--- config.mk ---
export PLATFORM = sky130hd
export DESIGN_NAME = slow_clk_period_meter
export DESIGN_NICKNAME = d
export VERILOG_FILES = /design/src/rtl/slow_clk_period_meter.sv
export SDC_FILE = /design/constraint.sdc
export NUM_CORES = 1
export LEC_CHECK = 0
export BUFFER_PORTS_ARGS = -buffer_cell sky130_fd_sc_hd__buf_2
export CAP_MARGIN = 20
export CORE_MARGIN = 10
export CORE_UTILIZATION = 33
export CTS_CLUSTER_SIZE = 40
export DETAILED_ROUTE_END_ITERATION = 16
export HOLD_SLACK_MARGIN = 0.08
export SLEW_MARGIN = 20
export SYNTH_ARGS = -nofsm -noshare
export SYNTH_HDL_FRONTEND = slang
export SYNTH_SLANG_ARGS = --single-unit
export TNS_END_PERCENT = 10
--- constraint.sdc ---
create_clock -name clk_256kHz -period 7.2 [get_ports clk_256kHz]
set_clock_uncertainty 0.05 [all_clocks]
set_input_delay 1.08 -clock clk_256kHz [delete_from_list [all_inputs] [get_ports clk_256kHz]]
set_output_delay 1.08 -clock clk_256kHz [all_outputs]
set_load 0.005 [all_outputs]
--- src/rtl/slow_clk_period_meter.sv ---
// Measures period and high time of a slow, asynchronous square wave in clk_256kHz cycles.
// Optional period-lock detector is compiled in when PERIOD_LOCK_EN is defined.
module slow_clk_period_meter #(
    parameter int CNT_W      = 16,
    parameter int TIMEOUT    = 12800,
    parameter int EXP_PERIOD = 3200,
    parameter int TOL        = 16,
    parameter int LOCK_COUNT = 4
) (
    input  logic             clk_256kHz,
    input  logic             reset,
    input  logic             sig_in,
    output logic [CNT_W-1:0] period_out,
    output logic [CNT_W-1:0] high_out,
    output logic             valid,
    output logic             timeout_out,
    output logic             locked
);

    localparam logic [CNT_W-1:0] TO_LAST = CNT_W'(TIMEOUT - 1);

    typedef enum logic [1:0] {WAIT_FIRST, MEASURE, TIMED_OUT} state_t;

    state_t           state_reg, state_next;
    logic [2:0]       sync_reg;
    logic             rise, fall;
    logic             arm, take_meas, go_timeout;
    logic [CNT_W-1:0] per_cnt_reg, hi_cnt_reg, hi_lat_reg;
    logic [CNT_W-1:0] period_reg, high_reg;
    logic             valid_reg, timeout_reg;

    // sync_reg[0..1] form the synchronizer, sync_reg[2] is the edge-detect delay
    always_ff @(posedge clk_256kHz or posedge reset) begin
        if (reset)
            sync_reg <= '0;
        else
            sync_reg <= {sync_reg[1:0], sig_in};
    end

    assign rise = sync_reg[1] & ~sync_reg[2];
    assign fall = ~sync_reg[1] & sync_reg[2];

    always_ff @(posedge clk_256kHz or posedge reset) begin
        if (reset)
            state_reg <= WAIT_FIRST;
        else
            state_reg <= state_next;
    end

    always_comb begin
        state_next = state_reg;
        arm        = 1'b0;
        take_meas  = 1'b0;
        go_timeout = 1'b0;
        case (state_reg)
            WAIT_FIRST: begin
                if (rise) begin
                    arm        = 1'b1;
                    state_next = MEASURE;
                end
            end
            MEASURE: begin
                // a rise on the last allowed cycle still counts as a measurement
                if (rise) begin
                    take_meas = 1'b1;
                end else if (per_cnt_reg == TO_LAST) begin
                    go_timeout = 1'b1;
                    state_next = TIMED_OUT;
                end
            end
            TIMED_OUT: begin
                if (rise) begin
                    arm        = 1'b1;
                    state_next = MEASURE;
                end
            end
            default: state_next = WAIT_FIRST;
        endcase
    end

    always_ff @(posedge clk_256kHz or posedge reset) begin
        if (reset) begin
            per_cnt_reg <= '0;
            hi_cnt_reg  <= '0;
            hi_lat_reg  <= '0;
            period_reg  <= '0;
            high_reg    <= '0;
            valid_reg   <= 1'b0;
            timeout_reg <= 1'b0;
        end else begin
            valid_reg <= take_meas;
            if (arm || take_meas) begin
                per_cnt_reg <= '0;
                hi_cnt_reg  <= '0;
            end else if (state_reg == MEASURE) begin
                per_cnt_reg <= per_cnt_reg + 1'b1;
                hi_cnt_reg  <= hi_cnt_reg + 1'b1;
            end
            if (state_reg == MEASURE && fall)
                hi_lat_reg <= hi_cnt_reg + 1'b1;
            if (take_meas) begin
                period_reg <= per_cnt_reg + 1'b1;
                high_reg   <= hi_lat_reg;
            end
            if (go_timeout)
                timeout_reg <= 1'b1;
            else if (arm)
                timeout_reg <= 1'b0;
        end
    end

    assign period_out  = period_reg;
    assign high_out    = high_reg;
    assign valid       = valid_reg;
    assign timeout_out = timeout_reg;

`ifdef PERIOD_LOCK_EN
    localparam int               SW     = $clog2(LOCK_COUNT + 1);
    localparam logic [SW-1:0]    LOCK_N = SW'(LOCK_COUNT);
    localparam logic [CNT_W-1:0] EXP_P  = CNT_W'(EXP_PERIOD);
    localparam logic [CNT_W-1:0] TOL_V  = CNT_W'(TOL);

    logic [CNT_W-1:0] period_new, period_diff;
    logic             in_tol;
    logic [SW-1:0]    streak_reg, streak_next;
    logic             locked_reg;

    assign period_new  = per_cnt_reg + 1'b1;
    assign period_diff = (period_new >= EXP_P) ? (period_new - EXP_P) : (EXP_P - period_new);
    assign in_tol      = (period_diff <= TOL_V);
    assign streak_next = (streak_reg < LOCK_N) ? streak_reg + 1'b1 : streak_reg;

    always_ff @(posedge clk_256kHz or posedge reset) begin
        if (reset) begin
            streak_reg <= '0;
            locked_reg <= 1'b0;
        end else if (go_timeout || (take_meas && !in_tol)) begin
            streak_reg <= '0;
            locked_reg <= 1'b0;
        end else if (take_meas) begin
            streak_reg <= streak_next;
            locked_reg <= (streak_next == LOCK_N);
        end
    end

    assign locked = locked_reg;
`else
    assign locked = 1'b0;
`endif

endmodule

After elaboration in Yosys (flattened, before gate mapping)
Index checks and enable logic that the tools add are counted.

Bitwise gates (word level): 4. Reductions and logical operators: 7. Add/sub/neg operators: 2. Equal/unequal tests: 6. Multiplexer cells: 16.

Operators with widths (number): 16-bit 2-to-1 mux (4); 16-bit by 1-bit adder with 16-bit output (second input constant) (2); 16-bit by 14-bit == test with 1-bit output (second input constant) (1); 1-bit 2-to-1 mux (8); 2-bit 2-to-1 mux (3); 2-bit != test (second input constant) (2); 2-bit one-hot mux with 2 select lines (1); 2-bit nonzero test (2); 3-bit AND reduction (1); 1-bit AND (2); 2-bit by 1-bit == test with 1-bit output (second input constant) (1); 2-bit == test (second input constant) (1); 2-bit zero test (1); 2-bit by 1-bit != test with 1-bit output (second input constant) (1); 1-bit NOT (2); 2-bit OR reduction (1); 1-bit logical AND (1); 1-bit logical OR (1).

Register bits after elaboration: 87. Output and inout port bits: 35. Input port bits: 3.

Longest topological paths before layout
Depth in word-level cells: 6. Mapped depth: 7. Gate-level depth less buffers: 5.

Worst setup path before layout
OpenSTA, ideal clock, no wires.

Path type: reg-to-reg. From: register per_cnt_reg[0]. To: register per_cnt_reg[12]. Library setup time: 0.076 ns. Cell stages (with the launch flop): 6. Period minus slack after synthesis: 1.828 ns. Arrival: 1.702 ns. Slack: 5.372 ns. Path buffers: 0. Cells stage by stage: dfrtp_1 > ha_1 > nand3_2 > or4_4 > or3_1 > o21ai_1.

Longest elaborated chain between the ends: 3.

Ends and longest elaborated chain: from (decl) (line 28) `logic [CNT_W-1:0] per_cnt_reg, hi_cnt_reg, hi_lat_reg;`; from (signal assigned) (line 96) `per_cnt_reg <= per_cnt_reg + 1'b1;`; 16-bit by 1-bit adder with 16-bit output (line 96); 16-bit 2-to-1 mux (line 95) `end else if (state_reg == MEASURE) begin`; 16-bit 2-to-1 mux (line 92) `if (arm || take_meas) begin`.

Every way passes these cells. The select of a mux whose other input is x is not followed. A chain may end at the register's enable or synchronous reset.

Worst setup path in the final report
From: register state_reg[0]. To: register high_reg[10], in the netlist high_out[10].

Longest elaborated chain between the ends: 2.

Ends and longest elaborated chain: from (decl) (line 24) `state_t state_reg, state_next;`; from (signal assigned) (line 47) `state_reg <= state_next;`; 2-bit by 1-bit == test with 1-bit output (line 55) `case (state_reg)`; 1-bit 2-to-1 mux (line 55); to (signal assigned) (line 103) `high_reg <= hi_lat_reg;`; to (decl) (line 29) `logic [CNT_W-1:0] period_reg, high_reg;`.

Every way passes these cells.

==> metrics <==
run status=finished clean; RSZ-0062 raised after global routing=no; sw frac=0.271; Arr. time, crit path=about 2400 ps; floorplan die area=approximately 17,000 µm²; dpl cells=around 560; fraction of final layout cells sized beyond drive strength 1=0.206; final layout net count=424; count of different cell masters after synthesis=41; launch instance of the worst min-delay path=sync_reg[0]; post-synthesis share of cell area spent on full adders, half adders and majority gates=0.00626; H-Tree Level Count=3; EDFF count, synth=0; setup repair bufs after CTS=0; setup_tns=0 ps; number of antenna violations at the first check in global routing=0; Synth Area per Inst=a little over 10 µm²; transition time at the pin with the least slew margin=slightly below 800 ps; vias after detailed routing=between 2,000 and 3,000; maximum fanout along the worst path=25; Core Region=12,000 µm²; synthesis-to-layout area growth=15.1%; worst-case clock buffer depth=2; largest family of logic cells by synthesized area=simple AND/OR/NAND/NOR gates; clock sinks=87; prevailing post-synth register cell=sky130_fd_sc_hd__dfrtp_1; std cell rows=40; wire length of the first global-routing pass=about 14 mm; total leakage power=just under 2 nW; power share of the clock group=0.337; pin count of the biggest net entering global routing=88; clock slew seen by the registers of the worst setup and hold paths=roughly 60 ps; worst skew pair latency=~340 ps; buffer type at the clock tree root=sky130_fd_sc_hd__clkbuf_16; Finish-stage setup viols=0; max-slew headroom at the worst pin=0.471; Cell Count, Final, Fillers Out=570; TritonCTS clock tree=done; yosys synthesis warning count=0; net count after synthesis=396; kind of critical path=reg2reg; final count of hold timing violations=0; antenna cell count=0; share of total power in combinational logic=0.189; starting density of the core=0.334; final period utilization=0.307; vias in the first global route=roughly 2,900; Worst R2R Start=state_reg[0]; IO Pins=38; MaxCap Viol Count=0; routed wire length per instance=14.1 µm; post-detail-place hpwl=between 5 and 6 mm; Layout fillers=1,185; post-layout utilization of the core=0.385; power density normalized to cell area=293 nW/µm²; xor/xnor cell area share of the yosys netlist=0.0613; Placer Congestion=roughly 0.79; multiplexer area fraction after synthesis=0.0507; Switch Pwr=~370 µW; CTS Hold Bufs=0; Port Buffers=36; Post-route DRC=0; GRT Util Overall=0.0998; number of buffers created by CTS=9; register area share after synthesis=0.544; CP endpoint kind=flip-flop; mapped cell area=roughly 4000 µm²; remaining antenna violation count=0; post-CTS resize count=0; Seq pwr share=0.474; Worst Path Required=7370 ps; start point of the critical path=state_reg[0]; area fraction in and, or, nand and nor cells after synthesis=0.157; type of element launching the critical path=flip-flop; internal power summed over all cells=roughly 980 µW; synthesis-stage register bit count=87; Synth Area in Compound Gates=0.137; Pins Over Slew Limit=0; first drt pass iteration count=4; grt ovf=0; Worst IR Drop VDD=103 µV; final critical-path required period=approximately 2200 ps; number of DRC violations after detailed-routing iteration 0=roughly 200; Die Y-Extent=roughly 130 µm; worst slack on hold paths=between 200 and 300 ps; post-detailed-route via-to-cell ratio=~5.0; fmax=about 450 MHz; x dimension of the die=approximately 130 µm; Synth Instances=~390; Hold WC Path Type=reg2reg; async set-reset flop share out of synthesis=1.00; total detailed-routing wirelength=between 8 and 9 mm
kinds of logic after synthesis:
| logic type | after synthesis |
|---|---|
| XOR/XNOR | 28 |
| buffers and inverters | 40 |
| multiplexers | 18 |
| AO/OA/AOI/OAI | 95 |
| flip-flops | 87 |
| AND/OR/NAND/NOR | 120 |
| adder cells (fa/ha/maj) | 2 |
| other | 1 |
placed cells by master, fill, tap and decap left out, types with 10 or more instances in the layout:
master	n
sky130_fd_sc_hd__dfrtp_1	87
sky130_fd_sc_hd__inv_1	16
sky130_fd_sc_hd__nand3_1	10
sky130_fd_sc_hd__nand2_1	13
sky130_fd_sc_hd__a21oi_1	51
sky130_fd_sc_hd__mux2_2	18
sky130_fd_sc_hd__o21ai_0	12
sky130_fd_sc_hd__nand2b_1	11
sky130_fd_sc_hd__buf_2	36
sky130_fd_sc_hd__xnor2_1	28
sky130_fd_sc_hd__nor2_1	39
layout make-up:
type	instances	area [µm²]	share of cell area
clock buffers	12	246	0.0536
clock inverters	3	43.8	0.00952
inverters	17	65.1	0.0141
multi-input cells	264	1670	0.363
flip-flops and latches	87	2180	0.473
well taps	147	184	0.0400
repair buffers	40	214	0.0465
synth_stat cells, types with 3 or more instances:
master / number / area share
sky130_fd_sc_hd__a21oi_1: 51 / 0.064
sky130_fd_sc_hd__a22o_1: 7 / 0.015
sky130_fd_sc_hd__a31oi_1: 8 / 0.013
sky130_fd_sc_hd__buf_2: 12 / 0.015
sky130_fd_sc_hd__clkbuf_1: 8 / 0.0075
sky130_fd_sc_hd__dfrtp_1: 87 / 0.54
sky130_fd_sc_hd__inv_1: 17 / 0.016
sky130_fd_sc_hd__mux2_2: 18 / 0.051
sky130_fd_sc_hd__nand2_1: 13 / 0.012
sky130_fd_sc_hd__nand2b_1: 11 / 0.017
sky130_fd_sc_hd__nand3_1: 10 / 0.013
sky130_fd_sc_hd__nand4_1: 7 / 0.011
sky130_fd_sc_hd__nor2_1: 41 / 0.038
sky130_fd_sc_hd__nor2b_1: 3 / 0.0047
sky130_fd_sc_hd__nor3_1: 7 / 0.0088
sky130_fd_sc_hd__nor3b_1: 3 / 0.0056
sky130_fd_sc_hd__nor4_1: 7 / 0.011
sky130_fd_sc_hd__o21ai_0: 13 / 0.016
sky130_fd_sc_hd__o22ai_1: 8 / 0.013
sky130_fd_sc_hd__or3_1: 7 / 0.011
sky130_fd_sc_hd__xnor2_1: 28 / 0.061
power groups by stage:
stage / sequential, mW / clock (mW) / combinational [mW]
5_1_grt: 0.655 / 0.490 / 0.292
6_report: 0.640 / 0.456 / 0.255
3_3_place_gp: 0.647 / 0 / 0.259
3_5_place_dp: 0.651 / 0 / 0.262
4_1_cts: 0.643 / 0.472 / 0.265
2_1_floorplan: 0.648 / 0 / 0.160
critical path: stages (launching register included):
cell                       delay, ps
sky130_fd_sc_hd__dfrtp_1         450
sky130_fd_sc_hd__nand2b_1        270
sky130_fd_sc_hd__nor2_4          560
sky130_fd_sc_hd__buf_4           390
sky130_fd_sc_hd__mux2_2          360
path summary, 6_finish.rpt:
path | slack [ps] | cells after the start | end
max | 4990 | 4 | high_out[10]
min | 300 | 0 | sync_reg[1]
max reg2reg | 4990 | 4 | high_out[10]
min reg2reg | 300 | 0 | sync_reg[1]
max in group asynchronous | 5670 | 3 | period_out[13]
min in group asynchronous | 870 | 3 | period_out[12]
layer usage:
layer,part of all wire,track usage
met5,0,0
met4,0.020,0.0536
met1,0.48,0.127
met3,0.040,0.0260
met2,0.46,0.153
through the flow:
stage | cell area (µm²) | total power, mW | worst slack [ps]
floorplan | 4000 | 0.808 | 3820
global placement | 4300 | 0.906 | 4940
detailed placement | 4300 | 0.913 | 4910
CTS | 4590 | 1.38 | 4950
global route | 4600 | 1.44 | 4770
finish | 4600 | 1.35 | 4990
No activity file was read; power rests on OpenSTA's default activity.
